**src/rtl/mips_pkg.sv**
```systemverilog
// Shared opcodes, fetch-state encoding, FIFO entry layout and redirect-target helpers.
// Latency: n/a (types, constants and pure functions only).
// Backpressure: n/a.
package mips_pkg;

   localparam logic [5:0]  OP_RTYPE = 6'b000000;
   localparam logic [5:0]  OP_LW    = 6'b100011;
   localparam logic [5:0]  OP_SW    = 6'b101011;
   localparam logic [5:0]  OP_BEQ   = 6'b000100;
   localparam logic [5:0]  OP_J     = 6'b000010;
   localparam logic [31:0] PC_STEP  = 32'd4;

   typedef enum logic {
      IFU_IDLE = 1'b0,
      IFU_REQ  = 1'b1
   } ifu_state_e;

   typedef struct packed {
      logic [31:0] pc;
      logic [31:0] instr;
   } ifu_entry_t;

   // j target: top nibble of the sequential PC, then the 26-bit word index
   function automatic logic [31:0] jump_target(input logic [31:0] pc, input logic [25:0] idx);
      logic [31:0] pc_inc;
      pc_inc = pc + PC_STEP;
      return {pc_inc[31:28], idx, 2'b00};
   endfunction

   // beq target: sequential PC plus sign-extended word offset, wrapping mod 2^32
   function automatic logic [31:0] branch_target(input logic [31:0] pc, input logic [15:0] off);
      logic [31:0] sext;
      sext = {{16{off[15]}}, off};
      return pc + PC_STEP + (sext << 2);
   endfunction

endpackage

```
**src/rtl/instr_fetch_unit_if.sv**
```systemverilog
// Bundles the instruction-memory req/ack port and the decode-side valid/ready port.
// Latency: n/a (wires only).
// Backpressure: imem side held by imem_req until imem_ack; decode side by instr_ready.
interface instr_fetch_unit_if;
   logic        imem_req;
   logic [31:0] imem_addr;
   logic        imem_ack;
   logic [31:0] imem_rdata;
   logic        instr_valid;
   logic        instr_ready;
   logic [31:0] instr;
   logic [5:0]  opcode;
   logic [31:0] pc_out;
   logic        jump;
   logic        branch;
   logic [15:0] br_offset;
   logic [25:0] j_index;

   // fetch unit side
   modport master (
      output imem_req, imem_addr, instr_valid, instr, opcode, pc_out,
      input  imem_ack, imem_rdata, instr_ready, jump, branch, br_offset, j_index
   );

   // memory + decoder side
   modport slave (
      input  imem_req, imem_addr, instr_valid, instr, opcode, pc_out,
      output imem_ack, imem_rdata, instr_ready, jump, branch, br_offset, j_index
   );
endinterface

```
**src/rtl/ifu_fifo.sv**
```systemverilog
// Sync FIFO of {pc,instr} with flush; head held in registers so it survives going empty.
// Latency: a push is visible at the head the next cycle.
// Backpressure: caller guarantees no push when full; pop on empty is ignored; flush wins.
module ifu_fifo
   import mips_pkg::*;
#(
   parameter int          DEPTH    = 2,
   parameter logic [31:0] RESET_PC = 32'h0000_0000
)(
   input  logic                       clk,
   input  logic                       rst_n,
   input  logic                       i_push,
   input  ifu_entry_t                 i_push_dat,
   input  logic                       i_pop,
   input  logic                       i_flush,
   output logic                       o_vld,
   output ifu_entry_t                 o_dat,
   output logic [$clog2(DEPTH):0]     o_count
);

   localparam int AW = $clog2(DEPTH);
   localparam int CW = AW + 1;

   ifu_entry_t          r_mem [DEPTH];
   ifu_entry_t          r_head;
   ifu_entry_t          w_head_nxt;
   logic [AW-1:0]       r_wr_ptr;
   logic [AW-1:0]       r_rd_ptr;
   logic [AW-1:0]       w_wr_ptr_nxt;
   logic [AW-1:0]       w_rd_ptr_nxt;
   logic [CW-1:0]       r_count;
   logic [CW-1:0]       w_count_nxt;
   logic                w_pop_ok;

   assign w_pop_ok = i_pop & (r_count != '0);

   // pointer/count update and look-ahead of the head entry after this edge
   always_comb begin
      w_wr_ptr_nxt = r_wr_ptr + AW'(i_push);
      w_rd_ptr_nxt = r_rd_ptr + AW'(w_pop_ok);
      w_count_nxt  = r_count + CW'(i_push) - CW'(w_pop_ok);
      w_head_nxt   = r_head;
      if (i_flush) begin
         w_wr_ptr_nxt = '0;
         w_rd_ptr_nxt = '0;
         w_count_nxt  = '0;
      end else if (w_count_nxt != '0) begin
         // a word pushed into the slot that becomes the head bypasses storage
         if (i_push && (r_wr_ptr == w_rd_ptr_nxt)) w_head_nxt = i_push_dat;
         else                                      w_head_nxt = r_mem[w_rd_ptr_nxt];
      end
   end

   // storage array, no reset needed: only read once written
   always_ff @(posedge clk) begin
      if (i_push && !i_flush) r_mem[r_wr_ptr] <= i_push_dat;
   end

   // control state and head register
   always_ff @(posedge clk or negedge rst_n) begin
      if (!rst_n) begin
         r_wr_ptr     <= '0;
         r_rd_ptr     <= '0;
         r_count      <= '0;
         r_head.pc    <= RESET_PC;
         r_head.instr <= '0;
      end else begin
         r_wr_ptr <= w_wr_ptr_nxt;
         r_rd_ptr <= w_rd_ptr_nxt;
         r_count  <= w_count_nxt;
         r_head   <= w_head_nxt;
      end
   end

   assign o_vld   = (r_count != '0);
   assign o_dat   = r_head;
   assign o_count = r_count;

endmodule

```
**src/rtl/instr_fetch_unit.sv**
```systemverilog
// Instruction fetch: PC, one-outstanding req/ack fetch, FIFO to decode, jump/branch redirect.
// Latency: ack in cycle N -> head valid in N+1; next request in N+1 if credit allows.
// Backpressure: requests only while buffered+in-flight < BUF_DEPTH. Optional IFU_PERF_CNT_EN adds counters.
module instr_fetch_unit
   import mips_pkg::*;
#(
   parameter logic [31:0] RESET_PC  = 32'h0000_0000,
   parameter int          BUF_DEPTH = 2
)(
   input  logic                clk,
   input  logic                rst_n,
   instr_fetch_unit_if.master  ifu_bus
`ifdef IFU_PERF_CNT_EN
   ,
   output logic [31:0]         perf_fetch_cnt,
   output logic [31:0]         perf_flush_cnt
`endif
);

   localparam int CW = $clog2(BUF_DEPTH) + 1;

   ifu_state_e    r_state;
   ifu_state_e    w_state_nxt;
   logic [31:0]   r_fetch_pc;
   logic [31:0]   w_fetch_pc_nxt;
   logic [31:0]   r_addr;
   logic          r_discard;
   logic          w_discard_nxt;
   logic          w_issue;
   logic          w_accept;
   logic          w_redirect;
   logic          w_ack;
   logic          w_push;
   logic          w_head_vld;
   logic [CW-1:0] w_count;
   logic [CW-1:0] w_count_nxt;
   logic [31:0]   w_target;
   ifu_entry_t    w_head;
   ifu_entry_t    w_push_dat;

   assign w_accept   = w_head_vld & ifu_bus.instr_ready;
   assign w_redirect = w_accept & (ifu_bus.jump | ifu_bus.branch);
   assign w_ack      = (r_state == IFU_REQ) & ifu_bus.imem_ack;
   // words from a redirected-away request, or acked in the redirect cycle, are dropped
   assign w_push     = w_ack & ~r_discard & ~w_redirect;
   assign w_target   = ifu_bus.jump ? jump_target(w_head.pc, ifu_bus.j_index)
                                    : branch_target(w_head.pc, ifu_bus.br_offset);

   assign w_push_dat.pc    = r_addr;
   assign w_push_dat.instr = ifu_bus.imem_rdata;

   // FIFO occupancy after this edge; credit is judged against it
   always_comb begin
      w_count_nxt = w_count + CW'(w_push) - CW'(w_accept);
      if (w_redirect) w_count_nxt = '0;
   end

   // fetch PC: redirect target, else advance on each kept word
   always_comb begin
      w_fetch_pc_nxt = r_fetch_pc;
      if (w_redirect)  w_fetch_pc_nxt = w_target;
      else if (w_push) w_fetch_pc_nxt = r_fetch_pc + PC_STEP;
   end

   // next state: issue a new request whenever the port is free and credit remains
   always_comb begin
      w_state_nxt   = r_state;
      w_issue       = 1'b0;
      w_discard_nxt = r_discard;
      case (r_state)
         IFU_IDLE: begin
            if (w_count_nxt < CW'(BUF_DEPTH)) begin
               w_state_nxt = IFU_REQ;
               w_issue     = 1'b1;
            end
         end
         IFU_REQ: begin
            if (w_ack) begin
               w_discard_nxt = 1'b0;
               if (w_count_nxt < CW'(BUF_DEPTH)) begin
                  w_state_nxt = IFU_REQ;
                  w_issue     = 1'b1;
               end else begin
                  w_state_nxt = IFU_IDLE;
               end
            end else if (w_redirect) begin
               // cannot abort the request: hold it and drop its word later
               w_discard_nxt = 1'b1;
            end
         end
         default: w_state_nxt = IFU_IDLE;
      endcase
   end

   // FSM, fetch PC and request address registers
   always_ff @(posedge clk or negedge rst_n) begin
      if (!rst_n) begin
         r_state    <= IFU_IDLE;
         r_fetch_pc <= RESET_PC;
         r_addr     <= RESET_PC;
         r_discard  <= 1'b0;
      end else begin
         r_state    <= w_state_nxt;
         r_fetch_pc <= w_fetch_pc_nxt;
         r_discard  <= w_discard_nxt;
         if (w_issue) r_addr <= w_fetch_pc_nxt;
      end
   end

   ifu_fifo #(
      .DEPTH    (BUF_DEPTH),
      .RESET_PC (RESET_PC)
   ) u_fifo (
      .clk        (clk),
      .rst_n      (rst_n),
      .i_push     (w_push),
      .i_push_dat (w_push_dat),
      .i_pop      (w_accept),
      .i_flush    (w_redirect),
      .o_vld      (w_head_vld),
      .o_dat      (w_head),
      .o_count    (w_count)
   );

   assign ifu_bus.imem_req    = (r_state == IFU_REQ);
   assign ifu_bus.imem_addr   = r_addr;
   assign ifu_bus.instr_valid = w_head_vld;
   assign ifu_bus.instr       = w_head.instr;
   assign ifu_bus.opcode      = w_head.instr[31:26];
   assign ifu_bus.pc_out      = w_head.pc;

`ifdef IFU_PERF_CNT_EN
   logic [31:0] r_perf_fetch_cnt;
   logic [31:0] r_perf_flush_cnt;

   // event counters: kept words and redirects, free-running with wrap
   always_ff @(posedge clk or negedge rst_n) begin
      if (!rst_n) begin
         r_perf_fetch_cnt <= '0;
         r_perf_flush_cnt <= '0;
      end else begin
         r_perf_fetch_cnt <= r_perf_fetch_cnt + 32'(w_push);
         r_perf_flush_cnt <= r_perf_flush_cnt + 32'(w_redirect);
      end
   end

   assign perf_fetch_cnt = r_perf_fetch_cnt;
   assign perf_flush_cnt = r_perf_flush_cnt;
`endif

endmodule

```
**src/flat_wrapper.sv**
```systemverilog
// flat-port wrapper written by rule: the top's interface ports become plain ports
module instr_fetch_unit_flat import mips_pkg::*;
#(
   parameter logic [31:0] RESET_PC  = 32'h0000_0000,
   parameter int          BUF_DEPTH = 2
)
  (clk, rst_n, ifu_bus_imem_req, ifu_bus_imem_addr, ifu_bus_instr_valid, ifu_bus_instr, ifu_bus_opcode, ifu_bus_pc_out, ifu_bus_imem_ack, ifu_bus_imem_rdata, ifu_bus_instr_ready, ifu_bus_jump, ifu_bus_branch, ifu_bus_br_offset, ifu_bus_j_index);
  instr_fetch_unit_if ifu_bus_i ();
  input  logic clk;
  input  logic rst_n;
  output wire logic [$bits(ifu_bus_i.imem_req)-1:0] ifu_bus_imem_req;
  output wire logic [$bits(ifu_bus_i.imem_addr)-1:0] ifu_bus_imem_addr;
  output wire logic [$bits(ifu_bus_i.instr_valid)-1:0] ifu_bus_instr_valid;
  output wire logic [$bits(ifu_bus_i.instr)-1:0] ifu_bus_instr;
  output wire logic [$bits(ifu_bus_i.opcode)-1:0] ifu_bus_opcode;
  output wire logic [$bits(ifu_bus_i.pc_out)-1:0] ifu_bus_pc_out;
  input wire logic [$bits(ifu_bus_i.imem_ack)-1:0] ifu_bus_imem_ack;
  input wire logic [$bits(ifu_bus_i.imem_rdata)-1:0] ifu_bus_imem_rdata;
  input wire logic [$bits(ifu_bus_i.instr_ready)-1:0] ifu_bus_instr_ready;
  input wire logic [$bits(ifu_bus_i.jump)-1:0] ifu_bus_jump;
  input wire logic [$bits(ifu_bus_i.branch)-1:0] ifu_bus_branch;
  input wire logic [$bits(ifu_bus_i.br_offset)-1:0] ifu_bus_br_offset;
  input wire logic [$bits(ifu_bus_i.j_index)-1:0] ifu_bus_j_index;
  assign ifu_bus_imem_req = ifu_bus_i.imem_req;
  assign ifu_bus_imem_addr = ifu_bus_i.imem_addr;
  assign ifu_bus_instr_valid = ifu_bus_i.instr_valid;
  assign ifu_bus_instr = ifu_bus_i.instr;
  assign ifu_bus_opcode = ifu_bus_i.opcode;
  assign ifu_bus_pc_out = ifu_bus_i.pc_out;
  assign ifu_bus_i.imem_ack = ifu_bus_imem_ack;
  assign ifu_bus_i.imem_rdata = ifu_bus_imem_rdata;
  assign ifu_bus_i.instr_ready = ifu_bus_instr_ready;
  assign ifu_bus_i.jump = ifu_bus_jump;
  assign ifu_bus_i.branch = ifu_bus_branch;
  assign ifu_bus_i.br_offset = ifu_bus_br_offset;
  assign ifu_bus_i.j_index = ifu_bus_j_index;
  instr_fetch_unit #(.RESET_PC(RESET_PC), .BUF_DEPTH(BUF_DEPTH)) u_core (.clk(clk), .rst_n(rst_n), .ifu_bus(ifu_bus_i));
endmodule
```
**config.mk**
```make
export PLATFORM = sky130hd
export DESIGN_NAME = instr_fetch_unit_flat
export DESIGN_NICKNAME = d
export VERILOG_FILES = /design/src/rtl/mips_pkg.sv /design/src/rtl/instr_fetch_unit_if.sv /design/src/rtl/ifu_fifo.sv /design/src/rtl/instr_fetch_unit.sv /design/src/flat_wrapper.sv
export SDC_FILE = /design/constraint.sdc
export NUM_CORES = 1
export LEC_CHECK = 0
export ABC_CLOCK_PERIOD_IN_PS = 4160
export CORE_MARGIN = 3
export CORE_UTILIZATION = 31
export CTS_CLUSTER_DIAMETER = 40
export DETAILED_ROUTE_END_ITERATION = 10
export SETUP_SLACK_MARGIN = 0.2
export SLEW_MARGIN = 20
export SYNTH_ARGS = -nofsm -noshare
export SYNTH_HDL_FRONTEND = slang
export SYNTH_SLANG_ARGS = --single-unit
```
**constraint.sdc**
```tcl
create_clock -name clk -period 4.16 [get_ports clk]
set_input_delay 0.416 -clock clk [delete_from_list [all_inputs] [get_ports clk]]
set_output_delay 0.416 -clock clk [all_outputs]
set_load 0.03 [all_outputs]
```
==> metrics.md <==
| Metric | Value |
|---|---|
| DRC | `0` |
| Synth area leader | `edfxtp_1` |
| Crit. Startpoint | `u_core.u_fifo.o_dat[36]` |
| Clock skew | `29.4 ps` |
| DP Area | `15,800 um^2` |
| Critical Path End | `u_core.ifu_bus.imem_addr[23]` |
| Critical path arrival | `4220 ps` |
| Placer Congestion | `0.882` |
| Startpoint Class | `flip-flop` |
| Comb pwr share | `50.0%` |
| Switch share | `43.3%` |
| Relative slew slack | `39.6%` |
| CTS buffer count | `44` |
| MaxCap Viol Count | `0` |
| Post-synthesis cell area | `13,400 um^2` |
| Clk_lat worst skew | `560 ps` |
| Post-CTS setup buffers | `0` |
| TritonCTS clock tree | `done` |
| Initial antenna violation count | `1` |
| Final setup fails | `0` |
| LEAKAGE | `0.00688 uW` |
| Final min period | `3780 ps` |
| NetSw | `7130 uW` |
| WL final | `38.7 mm` |
| Final slew viol count | `0` |
| Clk buf depth | `3` |
| Leading cell type in the layout, fill and taps excluded | `nand2_1` |
| RSZ-0062 raised after global routing | `true` |
| Actual slew at the worst max-slew pin | `906 ps` |
| DR iter-0 viols | `598` |
| GR Overflow Total | `0` |
| Clock sinks | `262` |
| Peak supply drop | `0.645 mV` |
| Clock network power share | `21.6%` |
| Commonest register cell after synthesis | `dfrtp_1` |
| # nets final | `1,543` |
| Required time of the worst setup path | `4600 ps` |
| Die W | `214 um` |
| EDFF count, synth | `128` |
| Syn_area_per_cell | `10.8 um^2` |
| Power density cells | `952 nW/um^2` |
| Share of the synthesized area in the top cell type | `28.8%` |
| PortBufs | `183` |
| Top cells by area, synth | `edfxtp_1 (29%), dfrtp_1 (25%), nand2_1 (5.7%)` |
| R2r setup slk | `380 ps` |
| R2R Path Start | `u_core.u_fifo.o_dat[36]` |
| Fin cells | `1,998` |
| Capturing point of the worst reg2reg path | `u_core.ifu_bus.imem_addr[23]` |
| Slowest-stage cell, CP | `dfrtp_1` |
| DP HPWL | `27.2 mm` |
| Cell Rows | `75` |
| Layout area overhead | `29.5%` |
| Placement Setup Slack | `316 ps` |
| Routed vias/inst | `5.02` |
| Number of detailed-route iterations in the first pass | `5` |
| Cell Int Power | `9330 uW` |
| Final worst-path setup slack | `381 ps` |
| Placed cells | `1,914` |
| Synth warn | `0` |
| WL/cell | `19.4 um` |
| Reg2Reg Depth | `15` |
| Htree depth | `2` |
| CP Class | `flip-flop to flip-flop` |
| Cells along the critical path | `and4_2 -> nand3_2 -> nor2_1 -> nand2_1 -> nor2_1 -> xor2_1 -> ha_1 -> nand2_1 -> nor2_1 -> nand2_1 -> o211ai_1 -> a21oi_1 -> xor2_1 -> nor2_1 -> o31a_1` |
| Tcrit/Tclk final | `90.8%` |
| Die area | `45,600 um^2` |
| CP max FO | `7` |
| Routed vias | `10,000` |
| Hold WC Path Type | `input pin to flip-flop` |
| All-Layer GR Usage | `17.0%` |
| Largest net degree at the start of global routing | `91` |
| Most frequent cells in the layout | `nand2_1 (202), clkdlybuf4s50_1 (181), o21ai_0 (147)` |
| Root Buffer | `clkbuf_16` |
| Die Height | `214 um` |
| Final Hold Fails | `0` |
| Routed Antenna Nets | `0` |
| Unique masters post-synth | `73` |
| Register area share after synthesis | `53.9%` |
| Global-route wire length before repair | `59.2 mm` |
| Share of cells above drive strength 1 | `10.7%` |
| Cell count after synthesis | `1,240` |
| Setup TNS Final | `0 ps` |
| Critical Path Sink Type | `flip-flop` |
| Vias in the first global route | `9,926` |
| Syn_nets | `1,361` |
| Sequential Power Share | `28.4%` |
| #FFs+latches synth | `262` |
| CP max stage delay | `450 ps` |
| Util after Layout | `41.0%` |
| Critical path's most frequent cell | `nor2_1` |
| Core area | `42,200 um^2` |
| Clock slew at reported path FFs | `60 ps` |
| Final non-filler cell area | `17,300 um^2` |
| Highest Clock Rate | `0.265 GHz` |
| Status | `finished, final reports clean` |
| IO Pins | `184` |
| Initial Util | `31.6%` |
| Asr flop ratio synth | `51.1%` |
## worst min-delay path by stage
| stage | startpoint | end | slack (ps) | cells after the start |
|---|---|---|---|---|
| 2_1_floorplan | rst_n | u_core.ifu_bus.imem_addr[0] | 120 | 0 |
| 3_3_place_gp | u_core.u_fifo.o_dat[4] | u_core.u_fifo.o_dat[4] | 460 | 2 |
| 3_5_place_dp | u_core.u_fifo.o_dat[2] | u_core.u_fifo.o_dat[2] | 470 | 2 |
| 4_1_cts | ifu_bus_imem_rdata[28] | u_core.u_fifo.r_mem[0][28] | 420 | 1 |
| 5_1_grt | ifu_bus_imem_rdata[28] | u_core.u_fifo.r_mem[1][28] | 440 | 1 |
| 6_report | ifu_bus_imem_rdata[27] | u_core.u_fifo.r_mem[0][27] | 470 | 1 |
## what timing repair did
item,in CTS,in global routing
endpoints found under the hold margin,59,0
hold buffers,1,0
resized for setup,0,5
endpoints found under the setup margin,0,17
## synth_stat cells, types with 7 or more instances
library cell  number
mux2_2            23
buf_4             13
edfxtp_1         128
nor3_1            12
mux2i_1           72
a21o_1            15
ha_1              40
nand2_1          203
dfrtp_1          134
and4_1             7
a21oi_1           49
and3_1            16
inv_1             11
nor2_1            53
buf_2             27
xor2_1            34
xnor2_1           49
clkbuf_1          28
o211ai_1          10
o21ai_1            8
nand4_1           18
a31oi_1            8
nand3_1           33
o21bai_1           7
o21ai_0          147
## flip-flops by register name, summed over array words and instances, names as in the netlist
signal and flops:
u_core.u_fifo.r_rd_ptr 1, u_core.r_discard 1, u_core.ifu_bus.imem_addr 32, u_core.u_fifo.r_mem 128, u_core.ifu_bus.imem_req 1, u_core.u_fifo.o_dat 64
u_core.u_fifo.r_wr_ptr 1, u_core.r_fetch_pc 32, u_core.u_fifo.o_count 2
## cell families (layout without fill, tap and decap cells)
family,count (synthesis),in the layout,synth area share (%)
xor+xnor,84,84,5.57
mux,96,96,7.45
fa+ha+maj,41,41,3.90
simple gates,380,380,13.1
other cells,0,1,0
compound gates,294,294,13.1
buf+inv,83,301,2.99
flops,262,262,53.9
## power groups by stage
stage               sequential [uW]  clock (uW)  combinational [uW]
finish                         4680        3550                8230
CTS                            4690        3640                8350
floorplan                      5410           0                4680
global route                   4820        3750                9100
detailed placement             4720           0                8320
global placement               4670           0                8250
## worst max-delay path: cells and delay by family (launching register included)
kind                       cells  cell delay (ps)
xor gates and xnor gates       2              340
DFF                            1              450
adders and majority gates      1              430
and+or+nand+nor                9             1570
AOI/OAI and AO/OA              3              860
## routing by layer
metal  vias up  GRT usage (%)  wire length, um
met2       272           27.8            18100
met1      4849           23.2            17600
met3        59           3.17             2030
li1       4840              -                -
met5         -              0                0
met4         0           5.15              968
## area by class of cell
cell class	instances	area, um^2
fillers	4066	24900
flip-flops and latches	262	7200
multi-input cells	895	5850
repair buffers	208	2080
clock buffers	54	1200
well taps	539	674
clock inverters	28	251
inverters	11	41.3
diodes	1	2.50
## metrics by stage
stage,hold WS [ps],power (uW)
global placement,460,12900
floorplan,120,10100
global route,441,17700
finish,466,16500
CTS,425,16700
detailed placement,469,13000
No activity file was read; power rests on OpenSTA's default activity.
